===== src/rtl/if_fetch_buffer_if.sv =====
// Fetch-buffer bus: IF0 request, icache response and the decode issue window.
interface if_fetch_buffer_if #(
  parameter int FETCH_W      = 2,
  parameter int ISSUE_W      = 2,
  parameter int DEPTH        = 8,
  parameter int MAX_INFLIGHT = 2
);
  logic                              flush;
  logic                              req_valid;
  logic [31:0]                       req_pc;
  logic                              req_ready;
  logic                              resp_valid;
  logic [FETCH_W*32-1:0]             resp_inst;
  logic                              resp_taken;
  logic [31:0]                       resp_pc_next;
  logic                              resp_excp;
  logic [6:0]                        resp_ecode;
  logic [31:0]                       resp_badv;
  logic [ISSUE_W-1:0]                out_valid;
  logic [ISSUE_W*32-1:0]             out_inst;
  logic [ISSUE_W*32-1:0]             out_pc;
  logic [ISSUE_W-1:0]                out_taken;
  logic [ISSUE_W*32-1:0]             out_pc_next;
  logic [ISSUE_W-1:0]                out_excp;
  logic [ISSUE_W*7-1:0]              out_ecode;
  logic [ISSUE_W*32-1:0]             out_badv;
  logic                              out_ready;
  logic [$clog2(DEPTH):0]            count;
  logic [$clog2(MAX_INFLIGHT):0]     inflight;
  logic                              proto_err;

  modport master (
    output flush, req_valid, req_pc, resp_valid, resp_inst, resp_taken, resp_pc_next,
           resp_excp, resp_ecode, resp_badv, out_ready,
    input  req_ready, out_valid, out_inst, out_pc, out_taken, out_pc_next, out_excp,
           out_ecode, out_badv, count, inflight, proto_err
  );
  modport slave (
    input  flush, req_valid, req_pc, resp_valid, resp_inst, resp_taken, resp_pc_next,
           resp_excp, resp_ecode, resp_badv, out_ready,
    output req_ready, out_valid, out_inst, out_pc, out_taken, out_pc_next, out_excp,
           out_ecode, out_badv, count, inflight, proto_err
  );
endinterface


===== src/rtl/if_fetch_buffer.sv =====
// Fetch buffer: reserves space per outstanding icache fetch, aligns blocks by PC,
// queues instructions and presents up to ISSUE_W of them to decode.
module if_fetch_buffer #(
  parameter int          FETCH_W      = 2,
  parameter int          ISSUE_W      = 2,
  parameter int          DEPTH        = 8,
  parameter int          MAX_INFLIGHT = 2,
  parameter logic [31:0] NOP          = 32'h0340_0000
) (
  input logic          clk,
  input logic          rst,
  if_fetch_buffer_if.slave bus
);
  localparam int AW = $clog2(DEPTH);
  localparam int CW = AW + 1;
  localparam int IW = $clog2(MAX_INFLIGHT) + 1;
  localparam int QW = (MAX_INFLIGHT > 1) ? $clog2(MAX_INFLIGHT) : 1;

  typedef struct packed {
    logic [31:0] inst;
    logic [31:0] pc;
    logic [31:0] pc_next;
    logic [31:0] badv;
    logic        taken;
    logic        excp;
    logic [6:0]  ecode;
  } entry_t;

  entry_t        r_mem [DEPTH];
  logic [31:0]   r_pcq [MAX_INFLIGHT];
  logic [AW-1:0] r_head, r_tail;
  logic [CW-1:0] r_count;
  logic [IW-1:0] r_inflight, r_stale;
  logic [QW-1:0] r_qhead, r_qtail;
  logic          r_proto_err;

  logic               w_accept, w_resp, w_keep;
  logic [31:0]        w_pc;
  int                 w_off;
  entry_t             w_ent [FETCH_W];
  logic [FETCH_W-1:0] w_we;
  logic [CW-1:0]      w_nwr, w_npop;

  function automatic logic [QW-1:0] qinc(input logic [QW-1:0] p);
    return (int'(p) == MAX_INFLIGHT - 1) ? '0 : p + 1'b1;
  endfunction

  // Reserve a whole block per outstanding fetch so a response always fits.
  assign bus.req_ready = !rst && !bus.flush && (int'(r_inflight) < MAX_INFLIGHT) &&
                         (int'(r_count) + (int'(r_inflight) + 1) * FETCH_W <= DEPTH);
  assign w_accept = bus.req_valid && bus.req_ready;
  assign w_resp   = bus.resp_valid && (r_inflight != '0);
  assign w_keep   = w_resp && !bus.flush && (r_stale == '0);
  assign w_pc     = r_pcq[r_qhead];

  always_comb begin
    w_off = int'((w_pc >> 2) & 32'(FETCH_W - 1));
    w_we  = '0;
    for (int i = 0; i < FETCH_W; i++) begin
      w_ent[i] = '0;
      if (bus.resp_excp) begin
        if (i == 0) begin
          w_we[i]        = 1'b1;
          w_ent[i].inst  = NOP;
          w_ent[i].pc    = w_pc;
          w_ent[i].excp  = 1'b1;
          w_ent[i].ecode = bus.resp_ecode;
          w_ent[i].badv  = bus.resp_badv;
        end
      end else if (i < FETCH_W - w_off) begin
        w_we[i]       = 1'b1;
        w_ent[i].inst = bus.resp_inst[(w_off + i)*32 +: 32];
        w_ent[i].pc   = w_pc + 32'(4 * i);
        if (bus.resp_taken && (i == FETCH_W - w_off - 1)) begin
          w_ent[i].taken   = 1'b1;
          w_ent[i].pc_next = bus.resp_pc_next;
        end
      end
    end
    w_nwr = '0;
    if (w_keep) w_nwr = bus.resp_excp ? CW'(1) : CW'(FETCH_W - w_off);
    w_npop = '0;
    if (bus.out_ready) w_npop = (int'(r_count) < ISSUE_W) ? r_count : CW'(ISSUE_W);
  end

  always_ff @(posedge clk) begin
    if (rst) begin
      r_head      <= '0;
      r_tail      <= '0;
      r_count     <= '0;
      r_inflight  <= '0;
      r_stale     <= '0;
      r_qhead     <= '0;
      r_qtail     <= '0;
      r_proto_err <= 1'b0;
    end else begin
      if (bus.resp_valid && (r_inflight == '0)) r_proto_err <= 1'b1;
      if (bus.flush) begin
        // Responses already in flight are counted as stale and dropped on arrival.
        r_head     <= '0;
        r_tail     <= '0;
        r_count    <= '0;
        r_qhead    <= '0;
        r_qtail    <= '0;
        r_inflight <= r_inflight - IW'(w_resp);
        r_stale    <= r_inflight - IW'(w_resp);
      end else begin
        r_inflight <= r_inflight + IW'(w_accept) - IW'(w_resp);
        if (w_resp && (r_stale != '0)) r_stale <= r_stale - 1'b1;
        if (w_accept) begin
          r_pcq[r_qtail] <= bus.req_pc;
          r_qtail        <= qinc(r_qtail);
        end
        if (w_keep) r_qhead <= qinc(r_qhead);
        for (int i = 0; i < FETCH_W; i++)
          if (w_keep && w_we[i]) r_mem[r_tail + AW'(i)] <= w_ent[i];
        r_tail  <= r_tail + AW'(w_nwr);
        r_head  <= r_head + AW'(w_npop);
        r_count <= r_count + w_nwr - w_npop;
      end
    end
  end

  for (genvar k = 0; k < ISSUE_W; k++) begin : g_out
    entry_t w_e;
    logic   w_v;
    assign w_v = !rst && (int'(r_count) > k);
    assign w_e = r_mem[r_head + AW'(k)];
    assign bus.out_valid[k]              = w_v;
    assign bus.out_inst[k*32 +: 32]      = w_v ? w_e.inst    : '0;
    assign bus.out_pc[k*32 +: 32]        = w_v ? w_e.pc      : '0;
    assign bus.out_taken[k]              = w_v && w_e.taken;
    assign bus.out_pc_next[k*32 +: 32]   = w_v ? w_e.pc_next : '0;
    assign bus.out_excp[k]               = w_v && w_e.excp;
    assign bus.out_ecode[k*7 +: 7]       = w_v ? w_e.ecode   : '0;
    assign bus.out_badv[k*32 +: 32]      = w_v ? w_e.badv    : '0;
  end

  assign bus.count     = rst ? '0 : r_count;
  assign bus.inflight  = rst ? '0 : r_inflight;
  assign bus.proto_err = !rst && r_proto_err;
endmodule


===== src/flat_wrapper.sv =====
// flat-port wrapper written by rule: the top's interface ports become plain ports
module if_fetch_buffer_flat 
#(
  parameter int          FETCH_W      = 2,
  parameter int          ISSUE_W      = 2,
  parameter int          DEPTH        = 8,
  parameter int          MAX_INFLIGHT = 2,
  parameter logic [31:0] NOP          = 32'h0340_0000
)
  (clk, rst, bus_flush, bus_req_valid, bus_req_pc, bus_resp_valid, bus_resp_inst, bus_resp_taken, bus_resp_pc_next, bus_resp_excp, bus_resp_ecode, bus_resp_badv, bus_out_ready, bus_req_ready, bus_out_valid, bus_out_inst, bus_out_pc, bus_out_taken, bus_out_pc_next, bus_out_excp, bus_out_ecode, bus_out_badv, bus_count, bus_inflight, bus_proto_err);
  if_fetch_buffer_if #(.FETCH_W(FETCH_W), .ISSUE_W(ISSUE_W), .DEPTH(DEPTH), .MAX_INFLIGHT(MAX_INFLIGHT)) bus_i ();
  input logic clk;
  input logic rst;
  input wire logic [$bits(bus_i.flush)-1:0] bus_flush;
  input wire logic [$bits(bus_i.req_valid)-1:0] bus_req_valid;
  input wire logic [$bits(bus_i.req_pc)-1:0] bus_req_pc;
  input wire logic [$bits(bus_i.resp_valid)-1:0] bus_resp_valid;
  input wire logic [$bits(bus_i.resp_inst)-1:0] bus_resp_inst;
  input wire logic [$bits(bus_i.resp_taken)-1:0] bus_resp_taken;
  input wire logic [$bits(bus_i.resp_pc_next)-1:0] bus_resp_pc_next;
  input wire logic [$bits(bus_i.resp_excp)-1:0] bus_resp_excp;
  input wire logic [$bits(bus_i.resp_ecode)-1:0] bus_resp_ecode;
  input wire logic [$bits(bus_i.resp_badv)-1:0] bus_resp_badv;
  input wire logic [$bits(bus_i.out_ready)-1:0] bus_out_ready;
  output wire logic [$bits(bus_i.req_ready)-1:0] bus_req_ready;
  output wire logic [$bits(bus_i.out_valid)-1:0] bus_out_valid;
  output wire logic [$bits(bus_i.out_inst)-1:0] bus_out_inst;
  output wire logic [$bits(bus_i.out_pc)-1:0] bus_out_pc;
  output wire logic [$bits(bus_i.out_taken)-1:0] bus_out_taken;
  output wire logic [$bits(bus_i.out_pc_next)-1:0] bus_out_pc_next;
  output wire logic [$bits(bus_i.out_excp)-1:0] bus_out_excp;
  output wire logic [$bits(bus_i.out_ecode)-1:0] bus_out_ecode;
  output wire logic [$bits(bus_i.out_badv)-1:0] bus_out_badv;
  output wire logic [$bits(bus_i.count)-1:0] bus_count;
  output wire logic [$bits(bus_i.inflight)-1:0] bus_inflight;
  output wire logic [$bits(bus_i.proto_err)-1:0] bus_proto_err;
  assign bus_i.flush = bus_flush;
  assign bus_i.req_valid = bus_req_valid;
  assign bus_i.req_pc = bus_req_pc;
  assign bus_i.resp_valid = bus_resp_valid;
  assign bus_i.resp_inst = bus_resp_inst;
  assign bus_i.resp_taken = bus_resp_taken;
  assign bus_i.resp_pc_next = bus_resp_pc_next;
  assign bus_i.resp_excp = bus_resp_excp;
  assign bus_i.resp_ecode = bus_resp_ecode;
  assign bus_i.resp_badv = bus_resp_badv;
  assign bus_i.out_ready = bus_out_ready;
  assign bus_req_ready = bus_i.req_ready;
  assign bus_out_valid = bus_i.out_valid;
  assign bus_out_inst = bus_i.out_inst;
  assign bus_out_pc = bus_i.out_pc;
  assign bus_out_taken = bus_i.out_taken;
  assign bus_out_pc_next = bus_i.out_pc_next;
  assign bus_out_excp = bus_i.out_excp;
  assign bus_out_ecode = bus_i.out_ecode;
  assign bus_out_badv = bus_i.out_badv;
  assign bus_count = bus_i.count;
  assign bus_inflight = bus_i.inflight;
  assign bus_proto_err = bus_i.proto_err;
  if_fetch_buffer #(.FETCH_W(FETCH_W), .ISSUE_W(ISSUE_W), .DEPTH(DEPTH), .MAX_INFLIGHT(MAX_INFLIGHT), .NOP(NOP)) u_core (.clk(clk), .rst(rst), .bus(bus_i));
endmodule

===== config.mk =====
export PLATFORM = sky130hd
export DESIGN_NAME = if_fetch_buffer_flat
export DESIGN_NICKNAME = d
export VERILOG_FILES = /design/src/rtl/if_fetch_buffer_if.sv /design/src/rtl/if_fetch_buffer.sv /design/src/flat_wrapper.sv
export SDC_FILE = /design/constraint.sdc
export NUM_CORES = 2
export LEC_CHECK = 0
export CAP_MARGIN = 20
export CORE_ASPECT_RATIO = 1.25
export CORE_MARGIN = 4
export CORE_UTILIZATION = 35
export CTS_BUF_LIST = sky130_fd_sc_hd__clkbuf_2
export DETAILED_ROUTE_END_ITERATION = 10
export GPL_TIMING_DRIVEN = 1
export PLACE_DENSITY = 0.49
export REMOVE_ABC_BUFFERS = 1
export SLEW_MARGIN = 20
export SYNTH_ARGS = -nofsm -noshare
export SYNTH_HDL_FRONTEND = slang
export SYNTH_SLANG_ARGS = --single-unit

===== constraint.sdc =====
create_clock -name clk -period 8.3 [get_ports clk]
set_clock_uncertainty 0.05 [all_clocks]
set_input_delay 1.66 -clock clk [delete_from_list [all_inputs] [get_ports clk]]
set_output_delay 1.66 -clock clk [all_outputs]
set_load 0.02 [all_outputs]

Word-level counts from Yosys, hierarchy flattened
Memory sizes are Yosys's and may differ from the RTL's. A register that Yosys moved wholly into a read port is not among the register bits.
Index checks and enable logic that the tools add are counted.
Word-level totals
  register bits: 17
  RAM bits: 1160
  input port bits: 175
  output and inout bits: 284
  word-level logic and storage cells: 122
  memories kept: 2
Cells by class
  add/subtract/negate cells: 18
  order comparisons: 7
  equal/unequal tests: 1
  shifts and indexed selects: 2
  multiplexer cells: 55
  reduce and logical (&&, ||, !) cells: 29
Memory list
  u_core.r_mem: depth 8, bits a word 137, read ports 2, clocked after Yosys merged registers in 1, wr ports 2, RTL line if_fetch_buffer.sv:29  | entry_t r_mem [DEPTH];
  u_core.r_pcq: depth 2, bits a word 32, read ports 1, clocked after Yosys merged registers in 1, wr ports 1, RTL line if_fetch_buffer.sv:30  | logic [31:0] r_pcq [MAX_INFLIGHT];
Operator list (count)
  $mux W32: 12
  $mux W96: 3
  $mux W64: 1
  $shiftx A64 B32 Y32: 1
  $shiftx A64 B7 Y32: 1
  $add A32 B3 Y32 const B: 1
  $add A5 B32 Y32: 1
  $eq A2 B32 Y1 const A: 1
  $le A32 B5 Y1 const B: 1
  $logic_not A32 Y1: 1
  $lt A1 B32 Y1 const A: 1
  $lt A2 B32 Y1 const A: 1
  $sub A32 B2 Y32 const B: 1
  $mux W1: 26
  $logic_and A1 B1 Y1: 20
  $mux W4: 5
  $mux W7: 2
  $gt A4 B1 Y1 const B: 2
  $mux W2: 4
  $mux W8: 1
  $add A3 B1 Y3 const B: 2
  $add A3 B3 Y3: 2
  $reduce_bool A2 Y1: 3
  $add A4 B4 Y4: 1
  14 further kinds: 18

Logic depth before layout (Yosys ltp)
  depth after elaboration: 9
  gate-level depth with buffers: 12
  depth with buffers taken out: 12

Worst setup path after synthesis
No wires, ideal clock.
  kind: in2reg
  start: in bus_flush
  end: mem u_core.r_mem[2][100] (netlist bit), enable pin
  library setup time: 0.450 ns
  arrival time: 5.001 ns
  required time: 7.800 ns
  slack: 2.799 ns
  stages: 9
  buffers on the path: 4
  path through: buf_6 > or2_4 > buf_6 > or3_1 > buf_6 > nor2_2 > nor2_1 > clkbuf_1 > inv_1
RTL lines
  start, declared: RTL line flat_wrapper.sv:14  | input wire logic [$bits(bus_i.flush)-1:0] bus_flush;
  end, declared: RTL line if_fetch_buffer.sv:29

==> flow_results.xml <==
<?xml version="1.0" encoding="UTF-8"?>
<metrics>
  <group name="global_routing">
    <metric name="leftover_overflow_at_the_end_of_global_routing" unit="">0</metric>
    <metric name="grt_max_degree" unit="">141</metric>
    <metric name="grt_pass1_wl" unit="um">309000</metric>
    <metric name="grt_use_total" unit="">0.232</metric>
    <metric name="antenna_violations_before_repair" unit="">7</metric>
    <metric name="first_global_vias" unit="">44800</metric>
  </group>
  <group name="placed_design">
    <metric name="numPortBuffers" unit="">458</metric>
    <metric name="area_after_detailed_placement" unit="sq um">67000</metric>
    <metric name="place_inst" unit="">6997</metric>
    <metric name="gp_congestion" unit="">0.782</metric>
    <metric name="dp_hpwl" unit="um">119000</metric>
    <metric name="worst_setup_timing_slack_at_the_placement_stage" unit="ns">1.93</metric>
  </group>
  <group name="timing">
    <metric name="timing.hold.ws" unit="ns">0.429</metric>
    <metric name="max_freq" unit="GHz">0.130</metric>
    <metric name="setup_viol_count_final" unit="">0</metric>
    <metric name="timing_max_transition_violations_final" unit="">0</metric>
    <metric name="layout_setup_ws" unit="ns">0.626</metric>
    <metric name="finalCriticalPeriod" unit="ns">7.67</metric>
    <metric name="fin_crit_sh" unit="">0.925</metric>
    <metric name="rsz0062_at_grt" unit="">no</metric>
    <metric name="slew-limit-headroom" unit="">0.203</metric>
    <metric name="slew_of_the_pin_with_the_lowest_slew_margin" unit="ns">1.19</metric>
    <metric name="timing_hold_violations_final" unit="">0</metric>
  </group>
  <group name="cts">
    <metric name="postCtsSetupBuffers" unit="">0</metric>
    <metric name="cts_sinks" unit="">1178</metric>
    <metric name="cts_tree" unit="">yes</metric>
    <metric name="clk_latency" unit="ns">1.74</metric>
    <metric name="cts_hold_buffers" unit="">0</metric>
    <metric name="clockBufferDepth" unit="">4</metric>
    <metric name="cts_root_buf" unit="">sky130_fd_sc_hd__clkbuf_2</metric>
    <metric name="cts_made_buffers" unit="">326</metric>
    <metric name="cts_htree_levels" unit="">5</metric>
    <metric name="count_of_cells_resized_by_post_cts_repair" unit="">0</metric>
    <metric name="cts.reportedPaths.clkPinSlew" unit="ns">0.11</metric>
  </group>
  <group name="synthesis">
    <metric name="synth_warnings" unit="">0</metric>
    <metric name="synth-edff-count" unit="">840</metric>
    <metric name="netlist_area" unit="sq um">60400</metric>
    <metric name="yosys.cell_types.count" unit="">55</metric>
    <metric name="synth_cells" unit="">4674</metric>
    <metric name="yosys_most_used_dff" unit="">sky130_fd_sc_hd__edfxtp_1</metric>
    <metric name="synth_sequential_area_ratio" unit="">0.530</metric>
    <metric name="synth.ff_latch_count" unit="">1178</metric>
    <metric name="avgSynthCellArea" unit="sq um">12.9</metric>
    <metric name="synth_async_sr_flop_share" unit="">0</metric>
  </group>
  <group name="critical_path">
    <metric name="crit_buf_inv" unit="">3</metric>
    <metric name="timing.critical_path.arrival" unit="ns">5.96</metric>
    <metric name="timing.rr.start" unit="">u_core.r_inflight[1]$_SDFF_PP0_</metric>
    <metric name="cp_common_cell" unit="">sky130_fd_sc_hd__buf_4</metric>
    <metric name="timing.critical_path.required" unit="ns">6.59</metric>
    <metric name="critical_path_class" unit="">reg -&gt; out</metric>
    <metric name="crit_start_category" unit="">flop</metric>
    <metric name="regToRegSetupSlack" unit="ns">3.40</metric>
    <metric name="reg2regPathDepth" unit="">11</metric>
    <metric name="critPathSlowestCell" unit="">sky130_fd_sc_hd__buf_4</metric>
    <metric name="r2r_end" unit="">u_core.r_mem[4][112]$_DFFE_PP_</metric>
    <metric name="max_stage_delay" unit="ns">0.96</metric>
    <metric name="critical_path.max_fanout" unit="">65</metric>
    <metric name="timing.critical_path.cells" unit="">buf_4 &gt; buf_4 &gt; mux4_2 &gt; mux2i_1 &gt; nor2_1 &gt; clkdlybuf4s50_1</metric>
    <metric name="worst_path_dominant_cell_family" unit="">buffers and inverters</metric>
    <metric name="worst_setup_path_end_kind" unit="">output port</metric>
  </group>
  <group name="routing">
    <metric name="detailedRoute.firstPassIterationCount" unit="">5</metric>
    <metric name="initialDrtViolationCount" unit="">3594</metric>
    <metric name="post_drt_wl_per_cell" unit="um">28.1</metric>
    <metric name="antenna_left" unit="">0</metric>
    <metric name="total_wirelength" unit="um">212000</metric>
    <metric name="num_vias" unit="">43300</metric>
    <metric name="vias_per_cell" unit="">5.74</metric>
    <metric name="drc" unit="">0</metric>
  </group>
  <group name="hold_path">
    <metric name="hold_path.startpoint" unit="">u_core.r_mem[5][32]$_SDFFE_PP0P_</metric>
    <metric name="hold-path-cell-count" unit="">2</metric>
    <metric name="hold_path.class" unit="">reg -&gt; reg</metric>
    <metric name="whs_endpoint" unit="">u_core.r_mem[5][32]$_SDFFE_PP0P_</metric>
  </group>
  <group name="final_layout">
    <metric name="areaGrowthSynthToFinish" unit="%">15.5</metric>
    <metric name="final_cell_mix" unit="">sky130_fd_sc_hd__edfxtp_1 (840), sky130_fd_sc_hd__mux4_2 (548), sky130_fd_sc_hd__clkbuf_2 (461)</metric>
    <metric name="finish.cell_count_without_fillers" unit="">7537</metric>
    <metric name="layout.cell_area.non_filler" unit="sq um">69800</metric>
    <metric name="final_layout_size_suffix_gt1_frac" unit="">0.228</metric>
    <metric name="most_common_library_cell_in_the_layout_ignoring_fill_and_taps" unit="">sky130_fd_sc_hd__edfxtp_1</metric>
    <metric name="finish.net_count" unit="">5288</metric>
    <metric name="fillerInstances" unit="">16400</metric>
  </group>
  <group name="die">
    <metric name="die_w" unit="um">380</metric>
    <metric name="top_level_ports" unit="">459</metric>
    <metric name="start_util" unit="">0.352</metric>
    <metric name="placementRows" unit="">170</metric>
    <metric name="floorplan.die_area" unit="sq um">179000</metric>
    <metric name="core" unit="sq um">172000</metric>
    <metric name="dieHeight" unit="um">472</metric>
  </group>
  <group name="power_and_ir_drop">
    <metric name="leakage" unit="nW">22.5</metric>
    <metric name="power_density_over_cell_area" unit="nW/um^2">189</metric>
    <metric name="ir_worst_vdd" unit="mV">0.209</metric>
    <metric name="power.total" unit="mW">13.2</metric>
  </group>
  <group name="flow_run">
    <metric name="maxCapViolCount" unit="">0</metric>
  </group>
  <group name="status">
    <metric name="status" unit="">finished, final reports clean</metric>
  </group>
</metrics>
-- power by group --
part | switching [mW] | internal (mW) | leakage, nW
sequential | 0.130 | 6.40 | 10.5
clock | 2.50 | 1.56 | 2.09
combinational | 1.56 | 1.06 | 9.89
total | 4.19 | 9.02 | 22.5
-- synth_stat cells, types with 2 or more instances --
library cell / instances / area [sq um]
sky130_fd_sc_hd__a211oi_1: 2 / 15.0
sky130_fd_sc_hd__nor2_2: 6 / 37.5
sky130_fd_sc_hd__mux4_2: 548 / 12300
sky130_fd_sc_hd__nor2b_1: 10 / 62.6
sky130_fd_sc_hd__nand2_1: 413 / 1550
sky130_fd_sc_hd__xnor2_1: 7 / 61.3
sky130_fd_sc_hd__edfxtp_1: 840 / 25200
sky130_fd_sc_hd__buf_2: 168 / 841
sky130_fd_sc_hd__a22o_1: 256 / 2240
sky130_fd_sc_hd__buf_4: 3 / 22.5
sky130_fd_sc_hd__dfxtp_1: 338 / 6770
sky130_fd_sc_hd__o22ai_1: 18 / 113
sky130_fd_sc_hd__mux2i_1: 164 / 1640
sky130_fd_sc_hd__nor3_4: 3 / 48.8
sky130_fd_sc_hd__a21o_1: 2 / 15.0
sky130_fd_sc_hd__ha_1: 16 / 200
sky130_fd_sc_hd__clkbuf_1: 193 / 724
sky130_fd_sc_hd__clkbuf_2: 7 / 35.0
sky130_fd_sc_hd__buf_1: 82 / 308
sky130_fd_sc_hd__nand3_1: 315 / 1580
sky130_fd_sc_hd__o22ai_2: 4 / 50.1
sky130_fd_sc_hd__o21ai_1: 80 / 400
sky130_fd_sc_hd__or3_1: 4 / 25.0
sky130_fd_sc_hd__o21ai_0: 250 / 1250
sky130_fd_sc_hd__nand3_2: 7 / 70.1
sky130_fd_sc_hd__and2_1: 260 / 1630
sky130_fd_sc_hd__a21oi_1: 176 / 881
sky130_fd_sc_hd__xor2_1: 6 / 52.6
sky130_fd_sc_hd__nand2b_1: 3 / 18.8
sky130_fd_sc_hd__nand4_1: 5 / 31.3
sky130_fd_sc_hd__nor2_1: 412 / 1550
sky130_fd_sc_hd__nand2_4: 2 / 22.5
sky130_fd_sc_hd__and3_1: 6 / 37.5
sky130_fd_sc_hd__fa_1: 5 / 100
sky130_fd_sc_hd__buf_6: 11 / 124
sky130_fd_sc_hd__nand3b_1: 6 / 45.0
sky130_fd_sc_hd__inv_1: 28 / 105
-- layout make-up --
class,count,area [sq um],area share
well taps,2236,2800,0.0401
clock inverters,68,344,0.00493
clock buffers,461,2310,0.0331
multi-input cells,3004,26600,0.381
diodes,8,20.0,0.000287
repair buffers,554,5550,0.0795
inverters,28,145,0.00208
flip-flops and latches,1178,32000,0.459
-- logic make-up (layout without fill, tap and decap cells) --
| group | count (synthesis) | after routing | synth area share |
|---|---|---|---|
| XOR/XNOR | 15 | 15 | 0.00242 |
| multiplexers | 713 | 713 | 0.232 |
| adder cells (fa/ha/maj) | 21 | 21 | 0.00497 |
| other | 0 | 8 | 0 |
| flip-flops | 1178 | 1178 | 0.530 |
| buffers and inverters | 492 | 1111 | 0.0358 |
| AO/OA/AOI/OAI | 792 | 792 | 0.0828 |
| AND/OR/NAND/NOR | 1463 | 1463 | 0.113 |
-- metal layers --
metal  GRT usage  up-vias  share of wire
li1            -    18900              -
met1       0.315    22300           0.43
met2       0.377     1770           0.47
met3      0.0450      322          0.068
met4      0.0698        0          0.024
met5           0        -              0
-- worst register-to-register path: stages (launching register included) --
cell and delay (ns):
sky130_fd_sc_hd__dfxtp_1 0.47, sky130_fd_sc_hd__inv_1 0.09, sky130_fd_sc_hd__ha_1 0.22, sky130_fd_sc_hd__nand3b_2 0.38
sky130_fd_sc_hd__nor3_2 0.75, sky130_fd_sc_hd__nand3b_1 0.45, sky130_fd_sc_hd__nor2_4 0.18, sky130_fd_sc_hd__buf_4 0.51
sky130_fd_sc_hd__nor2_4 0.04, sky130_fd_sc_hd__buf_4 0.29, sky130_fd_sc_hd__inv_6 0.54, sky130_fd_sc_hd__buf_12 0.46
-- sequential cells by signal, indices dropped and copies added (netlist names), named ones only --
signal,count
u_core.r_inflight,2
u_core.r_tail,3
u_core.r_qhead,1
u_core.r_stale,2
u_core.r_head,3
u_core.r_pcq,64
u_core.r_proto_err,1
u_core.r_count,4
u_core.r_qtail,1
u_core.r_mem,1096
-- stage by stage --
stage / util / setup TNS (ns)
finish: 0.406 / 0
global route: 0.406 / 0
CTS: 0.406 / 0
detailed placement: 0.390 / 0
global placement: 0.390 / 0
floorplan: - / -4716.77
-- worst max path at each step --
stage | start | endpoint | slack [ns] | cells after the start
finish | u_core.r_head[1]$_SDFF_PP0_ | bus_out_ecode[3] | 0.63 | 6
global route | u_core.r_head[1]$_SDFF_PP0_ | bus_out_ecode[3] | 0.14 | 6
CTS | u_core.r_head[0]$_SDFF_PP0_ | bus_out_inst[8] | 0.10 | 6
detailed placement | rst | u_core.r_mem[4][136]$_DFFE_PP_ | 1.93 | 10
global placement | rst | u_core.r_mem[4][115]$_DFFE_PP_ | 1.99 | 10
floorplan | u_core.r_head[0]$_SDFF_PP0_ | bus_out_ecode[7] | -21.61 | 4
Note: power is estimated with default switching activity, not from simulation.
==> RTL change (same flow settings) <==
`DEPTH` is set to 8 in 3 places; all go to 4.
--- a/src/rtl/if_fetch_buffer_if.sv
+++ b/src/rtl/if_fetch_buffer_if.sv
@@ -4,3 +4,3 @@
   parameter int ISSUE_W      = 2,
-  parameter int DEPTH        = 8,
+  parameter int DEPTH        = 4,
   parameter int MAX_INFLIGHT = 2
--- a/src/rtl/if_fetch_buffer.sv
+++ b/src/rtl/if_fetch_buffer.sv
@@ -5,3 +5,3 @@
   parameter int          ISSUE_W      = 2,
-  parameter int          DEPTH        = 8,
+  parameter int          DEPTH        = 4,
   parameter int          MAX_INFLIGHT = 2,
--- a/src/flat_wrapper.sv
+++ b/src/flat_wrapper.sv
@@ -5,3 +5,3 @@
   parameter int          ISSUE_W      = 2,
-  parameter int          DEPTH        = 8,
+  parameter int          DEPTH        = 4,
   parameter int          MAX_INFLIGHT = 2,
Interface: changed (resized bus_count); port bits go from 459 to 458. No check against the original RTL was run, so the function may have changed too.
==> RTL change against the unedited design <==
Sequential power decreased by 46%. Worst setup slack improved by 0.99 ns. Area after synthesis decreased by 49%. Sequential cell count decreased by 551. Wire length decreased by 51%. Cell area decreased by 46%. Power decreased by 51%. Global-route usage decreased by 1.1 points. Critical path type is now in -> out. Largest cell class unchanged.
==> RTL change: results (changes against the unedited design) <==
status finished, final reports clean (unchanged); R2R setup slack 4.52 ns (was 3.40 ns); Slew @ Worst Pin 1.17 ns (was 1.19 ns); H-tree depth 4 (was 5); vias in the first global route 23678 (was 44796); commonest cells in the synthesized netlist 452 x edfxtp_1, 368 x and2_1, 234 x mux4_2 (was 840 x edfxtp_1, 548 x mux4_2, 413 x nand2_1); post-synth cell types 51 (was 55); maximum vdd drop 0.000110 V (was 0.000209 V); Slowest-stage cell, CP clkdlybuf4s50_1 (was buf_4); DRT iter0 DRCs 1546 (was 3594); Max-cap violations 0 (unchanged); first-pass GRT wire length 154000 um (was 309000 um); Worst path max stage delay 1.00 ns (was 0.96 ns); Post-layout nets 2944 (was 5288); maximum fanout along the worst path 51 (was 65); CTS Buf Count 163 (was 326); First-pass DRT Iterations 5 (unchanged); # Post-CTS Setup Buffers 0 (unchanged); ys async rst share 0% (unchanged); WL per Instance 25.8 um (was 28.1 um); post-CTS sizing 0 (unchanged); layout cells sized above 1 19.9% (was 22.8%); Tot GR Track Use 22.0% (was 23.2%); clk buf depth 3 (was 4); Synth area leader edfxtp_1 (unchanged); Worst Hold Slack 0.419 ns (was 0.429 ns); Synth area leaders edfxtp_1 44%, mux4_2 17%, dfxtp_1 11% (was edfxtp_1 42%, mux4_2 20%, dfxtp_1 11%); Post-synth EDFFs 452 (was 840); largest net degree at the start of global routing 87 (was 141); Clk pin slew, worst setup/hold paths 0.08 ns (was 0.11 ns); initial antenna violation count 23 (was 7); Seq/Total Area, Yosys 55.2% (was 53.0%); Synth Warn # 0 (unchanged); Largest regs u_core.r_mem: 548 flops, u_core.r_pcq: 64 flops, u_core.r_count: 3 flops (was u_core.r_mem: 1096 flops, u_core.r_pcq: 64 flops, u_core.r_count: 4 flops); DPL Wire Length 62800 um (was 119000 um); port bufs 457 (was 458); CTS root buf clkbuf_2 (unchanged); Leak 0.0125 uW (was 0.0225 uW); Worst Hold Class reg -> reg (unchanged); latest clock arrival within the worst-skew pair 1.32 ns (was 1.74 ns); RePlAce Congestion 0.785 (was 0.782); Worst EP arrival 4.97 ns (was 5.96 ns); routed via count 22342 (was 43282); placed cell areas 36600 um2 (was 67000 um2)
RTL change: area by class of cell:
cell class	instances	area, um2
fill	8247	49500
sequential	627	17100
multi-input combinational	1445	13000
timing repair buffer	503	4990
tap	1168	1460
clock buffer	234	1170
clock inverter	39	218
inverter	16	73.8
antenna	18	45.0
RTL change: kinds of logic (layout without fill, tap and decap cells):
family                     count (synthesis)  after routing  share of synthesized area, %
and+or+nand+nor                          751            751                          12.9
DFF                                      627            627                          55.2
xor gates and xnor gates                  12             12                         0.364
muxes                                    263            263                          18.0
buffers and inverters                    223            792                          3.34
AOI/OAI and AO/OA                        406            406                          9.61
adders and majority gates                 13             13                         0.598
other                                      0             18                             0
RTL change: power by group:
| group | switching, uW | total [uW] | internal [uW] |
|---|---|---|---|
| Sequential | 91.4 | 3550 | 3460 |
| Combinational | 439 | 822 | 383 |
| Clock | 1280 | 2090 | 811 |
| Total | 1810 | 6470 | 4650 |
RTL change: routing by layer:
metal  GRT usage [%]  share of wire, %
met1            27.1                39
met2            37.4                50
met3            5.86               7.6
met4            7.72               2.8
met5               0             0.088
RTL change: stage by stage:
stage / setup slack [ns] / instances / util [%]
6_report: 1.62 / 4050 / 43.4
5_1_grt: 1.30 / 4044 / 43.4
4_1_cts: 1.50 / 4031 / 43.4
3_5_place_dp: 1.53 / 3758 / 41.8
3_3_place_gp: 1.61 / 3756 / 41.7
2_1_floorplan: -5.10 / 2088 / -
RTL change: critical path: cells and delay by family:
family,cells,cell delay [ns]
and+or+nand+nor,1,0.21
AOI/OAI and AO/OA,1,0.12
buffers and inverters,5,2.83
RTL change: path summary, 6_finish.rpt:
check,startpoint,endpoint,cells past startpoint
min,u_core.r_proto_err$_SDFFE_PP0P_,u_core.r_proto_err$_SDFFE_PP0P_,2
max,rst,bus_out_inst[34],7
min reg2reg,u_core.r_proto_err$_SDFFE_PP0P_,u_core.r_proto_err$_SDFFE_PP0P_,2
max reg2reg,register,u_core.r_mem[0][116]$_DFFE_PP_,8
